===== src/rtl/eluks_wb_pkg.sv =====
// Shared register offsets and FSM state encoding for the ELUKS Wishbone slave.
package eluks_wb_pkg;

  localparam logic [2:0] OFF_PSW0        = 3'd0;
  localparam logic [2:0] OFF_PSW1        = 3'd1;
  localparam logic [2:0] OFF_START_BLOCK = 3'd2;
  localparam logic [2:0] OFF_BLOCK_DIR   = 3'd3;
  localparam logic [2:0] OFF_HMAC_EN     = 3'd4;
  localparam logic [2:0] OFF_RQ_DATA     = 3'd5;
  localparam logic [2:0] OFF_RQ_STATUS   = 3'd6;

  typedef enum logic [1:0] {
    IDLE      = 2'd0,
    WAIT_STAT = 2'd1,
    WAIT_BYTE = 2'd2,
    HOLD      = 2'd3
  } state_t;

endpackage


===== src/rtl/eluks_wb_watchdog.sv =====
// Saturating cycle counter bounding how long the slave waits for a core answer.
module eluks_wb_watchdog #(
  parameter int TIMEOUT = 1024
) (
  input  logic clk,
  input  logic rst,
  input  logic clear,
  input  logic enable,
  output logic expired
);

  localparam int CW = $clog2(TIMEOUT + 1);

  logic [CW-1:0] count;

  assign expired = (count == CW'(TIMEOUT));

  always_ff @(posedge clk or posedge rst) begin
    if (rst) begin
      count <= '0;
    end else if (clear) begin
      count <= '0;
    end else if (enable && !expired) begin
      count <= count + CW'(1);
    end else begin
      count <= count;
    end
  end

endmodule


===== src/rtl/eluks_wb_slave.sv =====
// Wishbone B4 classic slave: ELUKS config registers plus status/byte request handshakes.
module eluks_wb_slave
  import eluks_wb_pkg::*;
#(
  parameter int                  WB_DATA   = 32,
  parameter logic [WB_DATA-1:0]  BASE_ADDR = 32'h9200_0000,
  parameter int                  TIMEOUT   = 1024
) (
  input  logic                   wb_clk,
  input  logic                   rst,
  input  logic [WB_DATA-1:0]     wb_adr_i,
  input  logic [WB_DATA-1:0]     wb_dat_i,
  input  logic [WB_DATA/8-1:0]   wb_sel_i,
  input  logic                   wb_we_i,
  input  logic                   wb_cyc_i,
  input  logic                   wb_stb_i,
  output logic [WB_DATA-1:0]     wb_dat_o,
  output logic                   wb_ack_o,
  output logic                   wb_err_o,
  output logic                   wb_rty_o,
  output logic [63:0]            psw_o,
  output logic [31:0]            start_block_o,
  output logic [31:0]            block_dir_o,
  output logic                   hmac_en_o,
  output logic                   stat_req_o,
  input  logic                   stat_done_i,
  input  logic                   stat_err_i,
  input  logic [30:0]            stat_blocks_i,
  input  logic                   byte_valid_i,
  input  logic [7:0]             byte_data_i,
  output logic                   byte_pop_o
);

  function automatic logic [WB_DATA-1:0] merge_lanes(input logic [WB_DATA-1:0]   old,
                                                     input logic [WB_DATA-1:0]   wdat,
                                                     input logic [WB_DATA/8-1:0] sel);
    logic [WB_DATA-1:0] res;
    res = old;
    for (int i = 0; i < WB_DATA/8; i++) begin
      if (sel[i]) res[8*i +: 8] = wdat[8*i +: 8];
    end
    return res;
  endfunction

  state_t             state, state_nxt;
  logic [WB_DATA-1:0] off, cfg_rd, dat_nxt;
  logic [WB_DATA-1:0] psw_hi, psw_lo, start_block, block_dir;
  logic               hmac_en, req, mapped;
  logic               ack_nxt, err_nxt, stat_req_nxt, pop_nxt, cfg_we, wd_en, wd_expired;

  assign off      = wb_adr_i - BASE_ADDR;
  assign mapped   = (off[WB_DATA-1:3] == '0) && (off[2:0] != 3'd7);
  assign req      = wb_cyc_i & wb_stb_i;
  assign wb_rty_o = 1'b0;

  assign psw_o         = {psw_hi, psw_lo};
  assign start_block_o = start_block;
  assign block_dir_o   = block_dir;
  assign hmac_en_o     = hmac_en;

  eluks_wb_watchdog #(.TIMEOUT(TIMEOUT)) u_watchdog (
    .clk     (wb_clk),
    .rst     (rst),
    .clear   (!wd_en),
    .enable  (wd_en),
    .expired (wd_expired)
  );

  // Config register read mux; request offsets echo the last response.
  always_comb begin
    cfg_rd = wb_dat_o;
    case (off[2:0])
      OFF_PSW0:        cfg_rd = psw_hi;
      OFF_PSW1:        cfg_rd = psw_lo;
      OFF_START_BLOCK: cfg_rd = start_block;
      OFF_BLOCK_DIR:   cfg_rd = block_dir;
      OFF_HMAC_EN:     cfg_rd = {{(WB_DATA-1){1'b0}}, hmac_en};
      default:         cfg_rd = wb_dat_o;
    endcase
  end

  // FSM state register.
  always_ff @(posedge wb_clk or posedge rst) begin
    if (rst) state <= IDLE;
    else     state <= state_nxt;
  end

  // Next-state and next-output decode.
  always_comb begin
    state_nxt    = state;
    ack_nxt      = wb_ack_o;
    err_nxt      = wb_err_o;
    dat_nxt      = wb_dat_o;
    stat_req_nxt = 1'b0;
    pop_nxt      = 1'b0;
    cfg_we       = 1'b0;
    wd_en        = 1'b0;
    case (state)
      IDLE: begin
        ack_nxt = 1'b0;
        err_nxt = 1'b0;
        if (!req) begin
          state_nxt = IDLE;
        end else if (!mapped) begin
          err_nxt   = 1'b1;
          state_nxt = HOLD;
        end else if (!wb_we_i) begin
          dat_nxt   = cfg_rd;
          ack_nxt   = 1'b1;
          state_nxt = HOLD;
        end else if (off[2:0] == OFF_RQ_STATUS) begin
          stat_req_nxt = 1'b1;
          wd_en        = 1'b1;
          state_nxt    = WAIT_STAT;
        end else if (off[2:0] == OFF_RQ_DATA) begin
          wd_en     = 1'b1;
          state_nxt = WAIT_BYTE;
        end else begin
          cfg_we    = 1'b1;
          ack_nxt   = 1'b1;
          state_nxt = HOLD;
        end
      end
      WAIT_STAT: begin
        // A core answer on the expiry cycle still counts as success.
        if (!req) begin
          state_nxt = IDLE;
        end else if (stat_done_i) begin
          dat_nxt   = {stat_err_i, stat_blocks_i};
          ack_nxt   = 1'b1;
          state_nxt = HOLD;
        end else if (wd_expired) begin
          err_nxt   = 1'b1;
          state_nxt = HOLD;
        end else begin
          wd_en = 1'b1;
        end
      end
      WAIT_BYTE: begin
        if (!req) begin
          state_nxt = IDLE;
        end else if (byte_valid_i) begin
          pop_nxt   = 1'b1;
          dat_nxt   = {{(WB_DATA-8){1'b0}}, byte_data_i};
          ack_nxt   = 1'b1;
          state_nxt = HOLD;
        end else if (wd_expired) begin
          err_nxt   = 1'b1;
          state_nxt = HOLD;
        end else begin
          wd_en = 1'b1;
        end
      end
      HOLD: begin
        if (!req) begin
          ack_nxt   = 1'b0;
          err_nxt   = 1'b0;
          state_nxt = IDLE;
        end else begin
          state_nxt = HOLD;
        end
      end
      default: begin
        ack_nxt   = 1'b0;
        err_nxt   = 1'b0;
        state_nxt = IDLE;
      end
    endcase
  end

  // Registered bus outputs, core strobes and config registers.
  always_ff @(posedge wb_clk or posedge rst) begin
    if (rst) begin
      wb_ack_o    <= 1'b0;
      wb_err_o    <= 1'b0;
      wb_dat_o    <= '0;
      stat_req_o  <= 1'b0;
      byte_pop_o  <= 1'b0;
      psw_hi      <= '0;
      psw_lo      <= '0;
      start_block <= '0;
      block_dir   <= '0;
      hmac_en     <= 1'b0;
    end else begin
      wb_ack_o   <= ack_nxt;
      wb_err_o   <= err_nxt;
      wb_dat_o   <= dat_nxt;
      stat_req_o <= stat_req_nxt;
      byte_pop_o <= pop_nxt;
      if (cfg_we) begin
        case (off[2:0])
          OFF_PSW0:        psw_hi      <= merge_lanes(psw_hi, wb_dat_i, wb_sel_i);
          OFF_PSW1:        psw_lo      <= merge_lanes(psw_lo, wb_dat_i, wb_sel_i);
          OFF_START_BLOCK: start_block <= merge_lanes(start_block, wb_dat_i, wb_sel_i);
          OFF_BLOCK_DIR:   block_dir   <= merge_lanes(block_dir, wb_dat_i, wb_sel_i);
          OFF_HMAC_EN:     hmac_en     <= wb_sel_i[0] ? wb_dat_i[0] : hmac_en;
          default:         hmac_en     <= hmac_en;
        endcase
      end
    end
  end

endmodule


===== config.mk =====
export PLATFORM = sky130hd
export DESIGN_NAME = eluks_wb_slave
export DESIGN_NICKNAME = d
export VERILOG_FILES = /design/src/rtl/eluks_wb_pkg.sv /design/src/rtl/eluks_wb_watchdog.sv /design/src/rtl/eluks_wb_slave.sv
export SDC_FILE = /design/constraint.sdc
export NUM_CORES = 1
export LEC_CHECK = 0
export CAP_MARGIN = 20
export CORE_MARGIN = 8
export CORE_UTILIZATION = 47
export CTS_CLUSTER_DIAMETER = 100
export DETAILED_ROUTE_END_ITERATION = 7
export GPL_ROUTABILITY_DRIVEN = 0
export PLACE_DENSITY = 0.78
export SYNTH_ARGS = -nofsm -noshare
export SYNTH_HDL_FRONTEND = slang
export SYNTH_HIERARCHICAL = 1
export SYNTH_SLANG_ARGS = --single-unit

===== constraint.sdc =====
create_clock -name wb_clk -period 6.48 [get_ports wb_clk]
set_input_delay 0.972 -clock wb_clk [delete_from_list [all_inputs] [get_ports wb_clk]]
set_output_delay 0.972 -clock wb_clk [all_outputs]
set_load 0.02 [all_outputs]

# == After elaboration in Yosys (flattened, before gate mapping) ==
# Index checks and enable logic that the tools add are counted.
# op_classes
n_addsub,2
eq_ne,23
muxes,65
n_bitwise,1
n_reduce_logical,27
# ops
operator,n
two-way mux 32 bit,7
one-hot mux 32 bit (5 select lines),1
one-hot mux 32 bit (3 select lines),1
AND reduction 3 bit,17
two-way mux 1 bit,40
subtractor 32 bit (second input constant),1
logical NOT 29 bit,1
two-way mux 11 bit,2
inequality test 2 bit (second input constant),11
two-way mux 2 bit,10
adder 11 x 1 -> 11 bit (second input constant),1
== test 11 bit (second input constant),1
AND reduction 5 bit,2
== test 3 bit (second input constant),3
AND reduction 9 bit,1
one-hot mux 1 bit (4 select lines),2
one-hot mux 2 bit (4 select lines),1
== test 3 x 2 -> 1 bit (second input constant),2
inequality test 6 x 1 -> 1 bit (second input constant),1
== test 2 bit (second input constant),2
== test 3 x 1 -> 1 bit (second input constant),1
logical NOT 3 bit,1
inequality test 3 bit (second input constant),1
one-hot mux 1 bit (3 select lines),1
6 further kinds,7
# word_totals
regBits,178
in_bits,115
out_inout_bits,166

# == Depth between registers and ports, before layout ==
# Gate-level depths: netlist (run 1).
# depth
word_depth,11
depth_mapped,10
ltp_nobuf,9

# == Cells and area by module ==
# Netlist (run 1), hierarchy kept.
# by_module_without_submodules
module,n_inst,cells_per_inst,area_per_inst_um2
eluks_wb_slave,1,718,8403.1
eluks_wb_watchdog,1,66,623.1

# == Worst setup path before layout (run 1) ==
# OpenSTA, ideal clock, no wires.
# synth_timing
path_kind,input to register
startpoint,in wb_adr_i[1]
endpoint,reg u_watchdog.count[9]
arrival_time_ns,3.237
required_time_ns,6.355
path_slack_ns,3.119
cell_stages,10
path_buffers,3
path_cell_list,clkbuf_1 > clkbuf_1 > nor2b_1 > clkbuf_1 > o211ai_1 > nor3b_1 > o21a_1 > nand3_1 > nor4_1 > mux2_2
# synth_between
elab_chain_len,10
# synth_lines
element,line,rtl
"start, declared",eluks_wb_slave.sv:11,"input logic [WB_DATA-1:0] wb_adr_i,"
subtractor 32 bit (*),eluks_wb_slave.sv:51,assign off = wb_adr_i - BASE_ADDR;
== test 3 bit,eluks_wb_slave.sv:115,end else if (off[2:0] == OFF_RQ_DATA) begin
two-way mux 1 bit,eluks_wb_slave.sv:115,
two-way mux 1 bit,eluks_wb_slave.sv:111,end else if (off[2:0] == OFF_RQ_STATUS) begin
two-way mux 1 bit,eluks_wb_slave.sv:107,end else if (!wb_we_i) begin
two-way mux 1 bit (*),eluks_wb_slave.sv:104,end else if (!mapped) begin
two-way mux 1 bit (*),eluks_wb_slave.sv:102,if (!req) begin
one-hot mux 1 bit (3 select lines) (*),eluks_wb_slave.sv:98,case (state)
named net wd_en,eluks_wb_slave.sv:49,"logic ack_nxt, err_nxt, stat_req_nxt, pop_nxt, cfg_we, wd_en, wd_expired;"
logical AND 1 bit,eluks_wb_watchdog.sv:23,end else if (enable && !expired) begin
inequality test 2 bit (no source line),--,
"end signal, assigned",eluks_wb_watchdog.sv:24,count <= count + CW'(1);
"end signal, assigned",eluks_wb_watchdog.sv:26,count <= count;
"end, declared",eluks_wb_watchdog.sv:14,logic [CW-1:0] count;
# The timed path passes the listed nets; every way through them passes the cells marked *.
# A chain may end at the register's enable or synchronous reset.

# == Worst setup path after layout (run 1) ==
# layout_timing
startpoint,reg state[0]
endpoint,reg u_watchdog.count[9]
# layout_between
elab_chain_len,4
# layout_lines
element,line,rtl
"start, declared",eluks_wb_slave.sv:45,"state_t state, state_nxt;"
"start signal, assigned",eluks_wb_slave.sv:85,else state <= state_nxt;
"== test 2 bit, or another cell as far along",eluks_wb_slave.sv:98,
one-hot mux 1 bit (3 select lines) (*),eluks_wb_slave.sv:98,
named net wd_en,eluks_wb_slave.sv:49,
logical AND 1 bit,eluks_wb_watchdog.sv:23,
inequality test 2 bit (no source line),--,
# Marks and branches as above.

==> impl_metrics.json, run 1 <==
{
  "clockPowerShare_pct": 37.2,
  "end_kind": "flop",
  "synth_nets": 907,
  "path_max_fanout": 19,
  "switching_power_mw": 0.7390,
  "status": "completed",
  "gr-usage-met3_pct": 9.111,
  "coreArea_sq_um": 18770,
  "total_power_mw": 2.685,
  "clock_tree.root_cell": "clkbuf_16",
  "rows": 50,
  "cts_max_level": 4,
  "met2_usage_pct": 40.61,
  "critPathRequiredTime_ns": 6.79,
  "drv_cap": 0,
  "setup_viol": 0,
  "start_kind": "flop",
  "ys_ff_latch": 178,
  "cts_buffers": 17,
  "worstMarginPinSlew_ns": 1.104,
  "io_pins": 281,
  "hp-start": "wb_dat_o[7]$_DFFE_PP0P_",
  "final_layout_size_suffix_gt1_share_pct": 19.62,
  "timing.final.crit_share_pct": 58.76,
  "rr_startpoint": "state[0]$_DFF_PP0_",
  "clock-skew-final_ns": 0.01137,
  "clock_path_buffers": 2,
  "r2r_cells": 8,
  "clk_latency_ns": 0.43,
  "hold_path_class": "flop to flop",
  "postSynth.asyncResetShare_pct": 100.0,
  "top_usage_layer": "met2",
  "dieArea_sq_um": 23900,
  "nets": 1175,
  "synth_edf_count": 0,
  "multi_input_area_sq_um": 4332,
  "swShare_pct": 27.53,
  "ys.flop_type": "dfrtp_1",
  "p_comb_share_pct": 18.5,
  "antenna_found_initial": 2,
  "clkSinkCount": 178,
  "place_inst": 1267,
  "synth_area_per_cell_sq_um": 11.51,
  "critPathLaunch": "state[0]$_DFF_PP0_",
  "clk_pin_slew_ns": 0.07,
  "grt_usage_pct": 24.53,
  "grt_max_degree": 84,
  "start_util_pct": 48.09,
  "first_iter_violations": 393,
  "finalNonFillerCells": 1300,
  "die-width_microns": 154.6,
  "whs_ns": 0.5083,
  "hpwlAfterDp_microns": 21570,
  "overflow": 0,
  "slew_headroom_pct": 26.08,
  "cts-resized-gates": 0,
  "hold_depth": 1,
  "regArea_sq_um": 4454,
  "power.leakage_nw": 5.627,
  "io_buffers": 279,
  "grt_pass1_wl_microns": 45400,
  "fill_cells": 1453,
  "p_int_mw": 1.946,
  "fmax_mhz": 262.6,
  "firstDrtPassIters": 5,
  "critPathKind": "flop to flop",
  "place_area_sq_um": 12030,
  "setup_tns_ns": 0,
  "stdcell_area_sq_um": 12600,
  "syn_area_sq_um": 9026,
  "layout_min_cycle_time_ns": 3.808,
  "postRouteAntennaNets": 0,
  "ir_drop_v": 0.0001722,
  "drcViolationCount": 0,
  "hold_viol": 0,
  "postCtsSetupBuffers": 0,
  "yosysSeqAreaShare_pct": 49.35,
  "area_growth_pct": 39.63,
  "drt-vias-per-instance": 5.766,
  "wl_per_cell_microns": 22.79,
  "die_y_microns": 154.6,
  "synth_cell_types": 52,
  "cts_tree": "yes",
  "yosysWarnings": 6,
  "rsz0062_at_grt": "false",
  "critPathArrivalTime_ns": 4.11,
  "seq_power_share_pct": 44.4,
  "power.density_nw_per_um2": 213.0,
  "use_met1_pct": 28.91,
  "slew_violations": 0,
  "wl_microns": 29630,
  "cts_hold_buf": 0,
  "synthCells": 784,
  "vias": 7496,
  "grt_pass1_vias": 7813
}
-- flip-flops by register name (all words and copies together) (netlist names) --
| name | count |
|---|---|
| block_dir_o | 32 |
| psw_hi | 32 |
| psw_lo | 32 |
| start_block_o | 32 |
| wb_dat_o | 32 |
| u_watchdog/count | 11 |
| state | 2 |
| byte_pop_o | 1 |
| hmac_en_o | 1 |
| stat_req_o | 1 |
| wb_ack_o | 1 |
| wb_err_o | 1 |
-- cell usage after synthesis, drive strengths merged (17+ instances only) --
| cell type | count | share of area (%) |
|---|---|---|
| dfrtp | 178 | 49 |
| mux2 | 149 | 19 |
| a21oi | 53 | 2.9 |
| nand2 | 53 | 2.2 |
| mux2i | 47 | 5.2 |
| nor2b | 29 | 2.0 |
| clkbuf | 28 | 1.2 |
| inv | 24 | 1.0 |
| nor2 | 23 | 0.96 |
| o21a | 22 | 1.8 |
| nand3 | 21 | 1.6 |
| a211oi | 17 | 1.4 |
-- critical path, stage by stage (launching register included) --
cell,delay (ns)
dfrtp_1,0.43
inv_1,0.11
ha_1,0.81
clkinv_1,0.76
nor3_1,0.39
o21a_1,0.31
nand3_1,0.18
nor4_1,0.34
mux2_2,0.36
-- cell usage in the layout (no fill, tap or decap), types with 5 or more instances in the layout --
cell / count
nand2b_1: 16
nor4_1: 10
nand2_1: 53
inv_1: 23
nand4_1: 5
nand3_1: 13
inv_6: 6
ha_1: 8
a211oi_1: 17
nor2_1: 22
clkdlybuf4s50_1: 276
o21ai_0: 9
nor2b_1: 27
buf_4: 11
clkbuf_16: 17
dfrtp_1: 178
nor3_1: 5
a2111oi_0: 14
o21a_1: 22
nand3_2: 8
a221oi_1: 8
mux2_2: 148
mux2i_1: 47
a21oi_1: 53
o221ai_1: 16
-- through the flow --
step	util, %	setup WS (ns)
floorplan	-	0.9896
global placement	64.11	2.480
detailed placement	64.11	2.371
CTS	67.14	2.688
global route	67.15	2.402
finish	67.15	2.672
-- power groups by stage --
stage / Combinational, mW / Sequential (mW) / Clock (mW)
2_1_floorplan: 0.179 / 1.28 / 0
3_3_place_gp: 0.493 / 1.21 / 0
3_5_place_dp: 0.498 / 1.21 / 0
4_1_cts: 0.500 / 1.19 / 1.02
5_1_grt: 0.532 / 1.20 / 1.07
6_report: 0.496 / 1.19 / 0.998
-- cell type report --
| class | instances | share of cell area (%) |
|---|---|---|
| antenna | 1 | 0.01986 |
| timing repair buffer | 289 | 22.65 |
| clock inverter | 12 | 0.9630 |
| tap | 234 | 2.323 |
| sequential | 178 | 35.34 |
| clock buffer | 20 | 3.544 |
| multi-input combinational | 541 | 34.37 |
| inverter | 25 | 0.7843 |
-- cell families (layout without fill, tap and decap cells) --
kind of cell,count (synthesis),count (layout),share of synthesized area (%)
buffers and inverters,65,346,2.869
adders and majority gates,8,8,1.109
xor gates and xnor gates,3,3,0.2912
muxes,196,196,23.80
other,1,2,0.04155
and+or+nand+nor,181,181,11.09
AOI/OAI and AO/OA,152,152,11.45
DFF,178,178,49.35
-- path summary, 6_finish.rpt --
| kind | slack (ns) | end |
|---|---|---|
| max in group asynchronous | 4.23 | psw_hi[0]$_DFFE_PP0P_ |
| worst min register to register | 0.51 | wb_dat_o[7]$_DFFE_PP0P_ |
| min in group asynchronous | 1.00 | u_watchdog/count[4]$_DFFE_PP0P_ |
| worst max register to register | 2.67 | u_watchdog/count[9]$_DFFE_PP0P_ |
| worst min-delay path | 0.51 | wb_dat_o[7]$_DFFE_PP0P_ |
| worst max-delay path | 2.67 | u_watchdog/count[9]$_DFFE_PP0P_ |
-- layer usage --
metal  part of all wire (%)  vias to the layer above
li1                       -                     3410
met1                     40                     3720
met2                     48                      324
met3                    9.4                       40
met4                    2.3                        2
met5                  0.044                        -
Power figures use the tool's default switching activity.
==> inputs of run 2 (changes only) <==
==> constraint.sdc (replaced) <==
create_clock -name wb_clk -period 3.9 [get_ports wb_clk]
set_input_delay 0.585 -clock wb_clk [delete_from_list [all_inputs] [get_ports wb_clk]]
set_output_delay 0.585 -clock wb_clk [all_outputs]
set_load 0.02 [all_outputs]
==> run 2 against run 1 <==
Against the previous run: total power is 73% higher; routed wire length is 1.3% higher; register-to-register slack worse by 1.7 ns; final area is 1.2% higher; critical path depth is 1 higher; non-clock buffer count is 12 higher; first-iteration DRC count is 12% lower; clock skew is 0.0014 ns lower; sequential power is 66% higher; sequential share of layout area is 0.42 points lower; final cell count is 0.85% higher.
==> impl_metrics.json, run 2 (synthesis results as in run 1) <==
{
  "critPathRequiredTime_ns": 4.21,
  "gr-usage-met3_pct": 8.526,
  "clockPowerShare_pct": 39.3,
  "start_util_pct": 48.09,
  "swShare_pct": 27.06,
  "clock_tree.root_cell": "clkbuf_16",
  "r2r_slack_ns": 0.98,
  "die-width_microns": 154.6,
  "slew_violations": 0,
  "vias": 7532,
  "postRouteAntennaNets": 0,
  "n_antenna_cell": 0,
  "first_iter_violations": 345,
  "use_met1_pct": 30.06,
  "clock-skew-final_ns": 0.009960,
  "slew_headroom_pct": 34.09,
  "clk_pin_slew_ns": 0.06,
  "setup_tns_ns": 0,
  "postCtsSetupBuffers": 0,
  "final_common_cell": "clkdlybuf4s50_1",
  "wl_microns": 30010,
  "layout_min_cycle_time_ns": 3.024,
  "io_buffers": 279,
  "met2_usage_pct": 41.81,
  "start_kind": "input pin",
  "final_cell_mix": "276 x clkdlybuf4s50_1, 178 x dfrtp_1, 148 x mux2_2, 53 x a21oi_1, 53 x nand2_1",
  "coreArea_sq_um": 18770,
  "end_kind": "flop",
  "seq_power_share_pct": 42.6,
  "critPathKind": "input pin to flop",
  "grt_max_degree": 104,
  "p_int_mw": 3.387,
  "cts_hold_buf": 0,
  "top_usage_layer": "met2",
  "clock_path_buffers": 2,
  "fmax_mhz": 330.7,
  "die_y_microns": 154.6,
  "final_layout_size_suffix_gt1_share_pct": 20.61,
  "power.leakage_nw": 5.706,
  "clkSinkCount": 178,
  "power.density_nw_per_um2": 364.0,
  "status": "completed",
  "drv_cap": 0,
  "io_pins": 281,
  "rows": 50,
  "dieArea_sq_um": 23900,
  "cts_buffers": 17,
  "drcViolationCount": 0,
  "cts_max_level": 4,
  "hold_path_class": "flop to flop",
  "rsz0062_at_grt": "false",
  "drt-vias-per-instance": 5.745,
  "grt_pass1_wl_microns": 46310,
  "total_power_mw": 4.644,
  "nets": 1187,
  "clk_latency_ns": 0.43,
  "firstDrtPassIters": 4,
  "regArea_sq_um": 4454,
  "antenna_found_initial": 1,
  "critPathArrivalTime_ns": 3.34,
  "cts_tree": "yes",
  "p_comb_share_pct": 18.1,
  "grt_usage_pct": 25.04,
  "multi_input_area_sq_um": 4332,
  "cts-resized-gates": 0,
  "timing.final.crit_share_pct": 77.53,
  "switching_power_mw": 1.257,
  "setup_viol": 0,
  "grt_pass1_vias": 7984,
  "fill_cells": 1462,
  "hold_viol": 0,
  "worstMarginPinSlew_ns": 0.9638,
  "path_max_fanout": 5,
  "ir_drop_v": 0.0003100,
  "overflow": 0,
  "wl_per_cell_microns": 22.89,
  "area_growth_pct": 41.32,
  "hpwlAfterDp_microns": 21820
}
[run 2: area by class of cell]
class | instances | share of cell area, %
Multi-Input combinational cell | 541 | 33.96
Inverter | 25 | 0.7651
Tap cell | 234 | 2.295
Sequential cell | 178 | 34.92
Clock inverter | 12 | 1.295
Timing Repair Buffer | 301 | 23.19
Clock buffer | 20 | 3.580
[run 2: stage by stage]
step,area (sq um),utilization (%),setup slack [ns],cells,hold WS [ns]
after floorplan,9030,-,0.9256,784,0.4374
after global placement,12130,64.65,0.4645,1279,0.4886
after detailed placement,12130,64.65,0.4007,1279,0.4926
after CTS,12760,67.97,0.8684,1311,0.5074
after global routing,12760,67.97,0.7175,1311,0.5228
final,12760,67.97,0.8763,1311,0.5050
[run 2: power by group through the flow]
stage	clock, mW	sequential [mW]	combinational [mW]
after floorplan	0	2.12	0.297
after global placement	0	2.01	0.831
after detailed placement	0	2.01	0.843
after CTS	1.85	1.98	0.846
after global routing	1.93	1.99	0.895
final	1.83	1.98	0.839
[run 2: worst max-delay path, cell delays in order]
cell             delay, ns
clkdlybuf4s50_1       0.40
nor4b_1               0.36
nand4_1               0.28
nor3_1                0.30
nor3b_1               0.26
o21a_1                0.27
nand3_1               0.18
nor4_1                0.33
mux2_2                0.36
[run 2: worst paths after layout]
| path | endpoint | cells past startpoint | from |
|---|---|---|---|
| setup / recovery | u_watchdog/count[9]$_DFFE_PP0P_ | 9 | wb_adr_i[18] |
| min in group asynchronous | u_watchdog/count[4]$_DFFE_PP0P_ | 2 | rst |
| max in group asynchronous | start_block_o[6]$_DFFE_PP0P_ | 3 | rst |
| setup reg to reg | u_watchdog/count[9]$_DFFE_PP0P_ | 9 | state[1]$_DFF_PP0_ |
| hold reg to reg | wb_dat_o[6]$_DFFE_PP0P_ | 1 | wb_dat_o[6]$_DFFE_PP0P_ |
| hold / removal | wb_dat_o[6]$_DFFE_PP0P_ | 1 | wb_dat_o[6]$_DFFE_PP0P_ |
[run 2: routing by layer]
layer	vias to the layer above	part of all wire (%)
met5	-	0.043
met4	2	1.9
met3	41	8.2
met2	271	49
met1	3767	41
li1	3451	-
